## config.mk

```make
export PLATFORM = sky130hd
export DESIGN_NAME = ads1292_packetizer
export DESIGN_NICKNAME = d
export VERILOG_FILES = /design/src/rtl/ads1292_packetizer.sv
export SDC_FILE = /design/constraint.sdc
export NUM_CORES = 1
export LEC_CHECK = 0
export BUFFER_PORTS_ARGS = -buffer_cell sky130_fd_sc_hd__buf_2
export CORE_UTILIZATION = 40
export DETAILED_ROUTE_END_ITERATION = 16
export GPL_TIMING_DRIVEN = 0
export SYNTH_ARGS = -nofsm -noshare
export SYNTH_HDL_FRONTEND = slang
export SYNTH_SLANG_ARGS = --single-unit
export TNS_END_PERCENT = 20
```

## constraint.sdc

```tcl
create_clock -name i_CLK -period 6 [get_ports i_CLK]
set_input_delay 0.6 -clock i_CLK [delete_from_list [all_inputs] [get_ports i_CLK]]
set_output_delay 0.6 -clock i_CLK [all_outputs]
set_load 0.01 [all_outputs]
```

## src/rtl/ads1292_packetizer.sv

```systemverilog
// ADS1292 packetizer: buffers 24-bit filtered samples in a small FIFO and frames
// each one as AA 55 SEQ D2 D1 D0 CHK on a valid/ready byte stream toward the UART.
module ads1292_packetizer #(
   parameter int         FIFO_DEPTH = 4,
   parameter logic [7:0] HEADER0    = 8'hAA,
   parameter logic [7:0] HEADER1    = 8'h55
) (
   input  logic                         i_CLK,
   input  logic                         i_RST,
   input  logic [23:0]                  i_FILTERED_DATA,
   input  logic                         i_FILTERED_DATA_VALID,
   output logic                         o_FILTERED_DATA_ACK,
   output logic [7:0]                   o_TX_DATA,
   output logic                         o_TX_VALID,
   input  logic                         i_TX_READY,
   output logic [$clog2(FIFO_DEPTH):0]  o_FIFO_LEVEL
);

   localparam int PTR_W = $clog2(FIFO_DEPTH);
   localparam int LVL_W = PTR_W + 1;
   localparam logic [2:0] LAST_IDX = 3'd6;

   typedef enum logic {ST_IDLE, ST_SEND} state_t;

   state_t             r_state,    w_state_nxt;
   logic [2:0]         r_idx,      w_idx_nxt;
   logic [7:0]         r_seq,      w_seq_nxt;
   logic [23:0]        r_sample,   w_sample_nxt;
   logic [7:0]         r_chk,      w_chk_nxt;
   logic [7:0]         r_tx_data,  w_tx_data_nxt;
   logic               r_tx_valid, w_tx_valid_nxt;
   logic               r_ack;
   logic [LVL_W-1:0]   r_level,    w_level_nxt;
   logic [PTR_W-1:0]   r_wr_ptr,   r_rd_ptr;
   logic [23:0]        r_mem [FIFO_DEPTH];

   logic               w_push;
   logic               w_pop;
   logic [23:0]        w_head;

   // Full is judged on the registered level only, so a same-edge pop never frees a slot.
   assign w_push = i_FILTERED_DATA_VALID && !r_ack && (r_level < LVL_W'(FIFO_DEPTH));
   assign w_pop  = (r_state == ST_IDLE) && (r_level != '0);
   assign w_head = r_mem[r_rd_ptr];

   function automatic logic [7:0] byte_sel(input logic [2:0]  idx,
                                           input logic [7:0]  seq,
                                           input logic [23:0] d,
                                           input logic [7:0]  chk);
      case (idx)
         3'd0:    byte_sel = HEADER0;
         3'd1:    byte_sel = HEADER1;
         3'd2:    byte_sel = seq;
         3'd3:    byte_sel = d[23:16];
         3'd4:    byte_sel = d[15:8];
         3'd5:    byte_sel = d[7:0];
         3'd6:    byte_sel = chk;
         default: byte_sel = 8'h00;
      endcase
   endfunction

   always_comb begin
      // NOTE: every next-value gets its hold default first so no path leaves it unassigned (no latches).
      w_state_nxt    = r_state;
      w_idx_nxt      = r_idx;
      w_seq_nxt      = r_seq;
      w_sample_nxt   = r_sample;
      w_chk_nxt      = r_chk;
      w_tx_data_nxt  = r_tx_data;
      w_tx_valid_nxt = r_tx_valid;

      case (r_state)
         ST_IDLE: begin
            w_tx_valid_nxt = 1'b0;
            if (w_pop) begin
               w_sample_nxt   = w_head;
               w_chk_nxt      = r_seq ^ w_head[23:16] ^ w_head[15:8] ^ w_head[7:0];
               w_idx_nxt      = 3'd0;
               w_tx_data_nxt  = HEADER0;
               w_tx_valid_nxt = 1'b1;
               w_state_nxt    = ST_SEND;
            end
         end
         ST_SEND: begin
            if (r_tx_valid && i_TX_READY) begin
               if (r_idx == LAST_IDX) begin
                  w_tx_valid_nxt = 1'b0;
                  w_seq_nxt      = r_seq + 8'd1;
                  w_state_nxt    = ST_IDLE;
               end else begin
                  w_idx_nxt     = r_idx + 3'd1;
                  w_tx_data_nxt = byte_sel(r_idx + 3'd1, r_seq, r_sample, r_chk);
               end
            end
         end
         default: w_state_nxt = ST_IDLE;
      endcase

      case ({w_push, w_pop})
         2'b10:   w_level_nxt = r_level + LVL_W'(1);
         2'b01:   w_level_nxt = r_level - LVL_W'(1);
         default: w_level_nxt = r_level;
      endcase
   end

   always_ff @(posedge i_CLK) begin
      // NOTE: state registers use non-blocking assignments so every flop samples pre-edge values.
      if (i_RST) begin
         r_state    <= ST_IDLE;
         r_idx      <= 3'd0;
         r_seq      <= 8'd0;
         r_sample   <= 24'd0;
         r_chk      <= 8'd0;
         r_tx_data  <= 8'd0;
         r_tx_valid <= 1'b0;
         r_ack      <= 1'b0;
         r_level    <= '0;
         r_wr_ptr   <= '0;
         r_rd_ptr   <= '0;
      end else begin
         r_state    <= w_state_nxt;
         r_idx      <= w_idx_nxt;
         r_seq      <= w_seq_nxt;
         r_sample   <= w_sample_nxt;
         r_chk      <= w_chk_nxt;
         r_tx_data  <= w_tx_data_nxt;
         r_tx_valid <= w_tx_valid_nxt;
         r_ack      <= w_push;
         r_level    <= w_level_nxt;
         if (w_push) r_wr_ptr <= r_wr_ptr + PTR_W'(1);
         if (w_pop)  r_rd_ptr <= r_rd_ptr + PTR_W'(1);
      end
   end

   // NOTE: the sample storage is not reset; the level and pointers alone decide what is valid.
   always_ff @(posedge i_CLK) begin
      if (!i_RST && w_push) r_mem[r_wr_ptr] <= i_FILTERED_DATA;
   end

   assign o_FILTERED_DATA_ACK = r_ack;
   assign o_TX_DATA           = r_tx_data;
   assign o_TX_VALID          = r_tx_valid;
   assign o_FIFO_LEVEL        = r_level;

endmodule
```

==> impl.org <==
** Power and ir drop
- In this run the static leakage power is 0.00265 uW.
- Power spread over the standard cell area amounts to 446 mW/mm2.
- Max VDD drop :: 238 uV

** Floorplan
- The region available for standard cell placement spans 0.0159 mm2.
- The floorplan has 46 rows.
- The floorplan step defined a die boundary enclosing 0.0168 mm2.
- The die is 129 um wide.
- The die is 129 um tall.
- Starting density of the core :: 40.9%
- # IOs :: 41

** Placed design
- Post-Place Cell Area :: 0.00697 mm2
- At the end of routability-driven placement, the weighted congestion stood at 0.882.
- Summed over all nets, the half-perimeter wirelength after detailed placement is 9.19 mm.
- Number of placed instances, taps included :: 730
- In this run the tool buffered the top-level ports with 39 buffer cells.

** Worst setup path
- The largest individual stage delay along the critical path comes from the cell sky130_fd_sc_hd__dfxtp_1.
- Critical path required time :: 6.34 ns
- Walking the worst path, the cells encountered are nor3_1 -> or2_2 -> buf_2 -> inv_2 -> clkbuf_8 -> ha_1 -> inv_1 -> fa_1 -> xor2_1 -> or3_1 -> a21oi_1.
- Critical path startpoint category :: flip-flop
- In this run the worst path has a maximum fanout of 10.
- Kind of critical path :: flip-flop to flip-flop
- Largest incremental delay on the critical path :: 0.42 ns
- STA classifies the critical path endpoint as a flip-flop.
- The critical path contains buffers and inverters numbering 4 combined.
- Critical path's top delay family :: buffers and inverters
- CP arrival :: 3.03 ns

** Logic synthesis
- Sequential share of the synthesized area :: 63.7%
- The number of nets handed over by synthesis was 515.
- Synthesis produced 475 cells.
- Distinct cell type count after synthesis :: 42
- Share of synthesized registers carrying an async set or reset :: 0%
- The cell area that synthesis handed to floorplanning was 0.00650 mm2.
- Averaged over all synthesized cells, the footprint is 13.7 um2.
- Yosys printed 0 warnings.
- In this run, synthesis produced a sequential element count of 159.
- For this run, the leading register cell type out of synthesis is sky130_fd_sc_hd__edfxtp_1.
- Counting flops with a built-in enable in the synthesized netlist gives 96.

** Clocking
- Clock root buffer :: sky130_fd_sc_hd__clkbuf_16
- Clock Sinks :: 159
- Number of gates resized after cts :: 0
- Buffers added to address setup during post-CTS repair amount to 0.
- In this run, CTS created clock tree buffers numbering 17.
- Hold repair after CTS inserted 0 buffers.
- Latest clock arrival within the worst-skew pair :: 0.42 ns
- TritonCTS clock tree :: built
- After clock tree synthesis, the clock-pin slew on the worst setup and hold paths is 0.06 ns.
- H-tree lvl count :: 4
- Maximum count of clock buffers along a single path :: 2

** Global routing
- Entering global routing, the biggest net connects 25 pins.
- Total routing usage reported by global routing :: 17.2%
- Global-route wire length before repair :: 21.1 mm
- For this run the aggregate overflow at the end of global routing stands at 0.
- The via count of the first global-routing pass is 3,848.
- Number of antenna violations at the first check in global routing :: 0

** STA
- Derived from the worst setup path, the maximum achievable clock frequency is 372 MHz.
- The tightest hold path in the finished design has a slack of 0.395 ns.
- Final setup violation count :: 0
- Worst clock skew on the final layout :: 0.00801 ns
- Setup repair after global routing left no endpoint under its margin.
- Max-slew violations :: 0
- For the pin with the worst max-slew slack, the measured transition is 1.31 ns.
- Worst slew slack as a fraction of its limit :: 12.6%
- Summed negative setup slack over all endpoints :: 0 ns
- Crit share post-route :: 44.9%
- The total count of hold-check failures in the final report was 0.
- Crit path time final :: 2.69 ns

** Drt
- DRC :: 0
- Antenna Nets Post-Route :: 0
- The routed layout has 3,925 vias.
- The routed design has 13.5 mm of wire.
- The first TritonRoute pass finished after 5 iterations.
- The first routing iteration left 206 violations.
- Via density per instance :: 5.15
- After detailed routing, the average wire length per cell comes to 17.7 um.

** Final layout
- Final non-filler cell area :: 0.00754 mm2
- Most common library cell in the layout ignoring fill and taps :: sky130_fd_sc_hd__edfxtp_1
- Final net count :: 574
- Share of post-route cells with drive strength above 1 :: 19.6%
- Area added between synthesis and finish :: 16.0%
- The top cell types in the final layout, fill and taps aside, are sky130_fd_sc_hd__edfxtp_1 (96), sky130_fd_sc_hd__dfxtp_1 (63), sky130_fd_sc_hd__nand2_1 (61).
- The finished layout holds 762 standard cells, fillers aside.
- 0 antenna diodes ended up in the layout.
- At the end of the flow the core is filled with cells to 47.5%.

** Status
- Outcome :: finished clean

** Run
- Total of max-cap violations :: 0

** Worst hold path
- The worst hold path belongs to the class primary input to flip-flop.
-- state kept, by name, summed over array words and instances (netlist names), named ones only --
register / count
r_wr_ptr: 2
r_state: 1
r_idx: 3
o_TX_DATA: 8
o_TX_VALID: 1
r_rd_ptr: 2
r_chk: 8
r_seq: 8
o_FIFO_LEVEL: 3
o_FILTERED_DATA_ACK: 1
r_sample: 24
r_mem: 96
-- Yosys cell counts, types with 5 or more instances --
master,number,area [um2]
sky130_fd_sc_hd__a211oi_1,11,82.6
sky130_fd_sc_hd__a21oi_1,42,210
sky130_fd_sc_hd__a22oi_1,5,37.5
sky130_fd_sc_hd__buf_2,6,30.0
sky130_fd_sc_hd__clkbuf_1,12,45.0
sky130_fd_sc_hd__dfxtp_1,63,1260
sky130_fd_sc_hd__edfxtp_1,96,2880
sky130_fd_sc_hd__ha_1,11,138
sky130_fd_sc_hd__inv_1,9,33.8
sky130_fd_sc_hd__mux4_1,7,184
sky130_fd_sc_hd__mux4_2,17,383
sky130_fd_sc_hd__nand2_1,61,229
sky130_fd_sc_hd__nand3_1,5,25.0
sky130_fd_sc_hd__nor2_1,37,139
sky130_fd_sc_hd__nor3_1,5,25.0
sky130_fd_sc_hd__o21ai_0,5,25.0
sky130_fd_sc_hd__o22ai_1,6,37.5
sky130_fd_sc_hd__xnor2_1,12,105
sky130_fd_sc_hd__xor2_1,21,184
-- report_power, final --
part / internal (uW) / switching [uW] / leakage [uW]
logic: 412 / 549 / 0.00101
registers: 1320 / 89.4 / 0.00139
clock network: 570 / 417 / 0.000258
total: 2300 / 1060 / 0.00265
-- kinds of logic (layout without fill, tap and decap cells) --
logic type | after synthesis | after routing | share of synthesized area (%)
compound gates | 83 | 83 | 7.91
xor+xnor | 38 | 38 | 5.70
fa+ha+maj | 12 | 12 | 2.42
buf+inv | 36 | 107 | 3.44
flops | 159 | 159 | 63.7
mux | 27 | 27 | 9.18
simple gates | 120 | 120 | 7.60
-- final timing paths --
check	slack, ns	cells past startpoint	to	from
max	3.31	11	o_FIFO_LEVEL[2]	o_FIFO_LEVEL[2]
min	0.40	1	r_mem[0][19]	i_FILTERED_DATA[19]
max reg2reg	3.31	11	o_FIFO_LEVEL[2]	o_FIFO_LEVEL[2]
min reg2reg	0.46	2	r_sample[5]	r_sample[5]
-- routing by layer --
layer	GRT usage (%)	vias to the layer above	part of all wire [%]
li1	-	1862	-
met1	23.3	1971	46
met2	27.7	80	48
met3	4.58	12	4.7
met4	4.31	0	0.87
met5	0	-	0
-- through the flow --
stage / setup slack (ns) / power [uW]
after CTS: 3.31 / 3390
after detailed placement: 3.32 / 2400
after global placement: 3.38 / 2380
final: 3.31 / 3360
after floorplan: 3.61 / 2130
after global routing: 3.19 / 3540
-- final cells by class --
type	instances	area (um2)
Buffer	26	186
Multi-Input combinational cell	280	2130
Fill cell	1423	8350
Sequential cell	159	4140
Clock inverter	12	110
Clock buffer	19	433
Tap cell	216	270
Timing Repair Buffer	40	223
Inverter	10	37.5
Note: power is estimated with default switching activity, not from simulation.
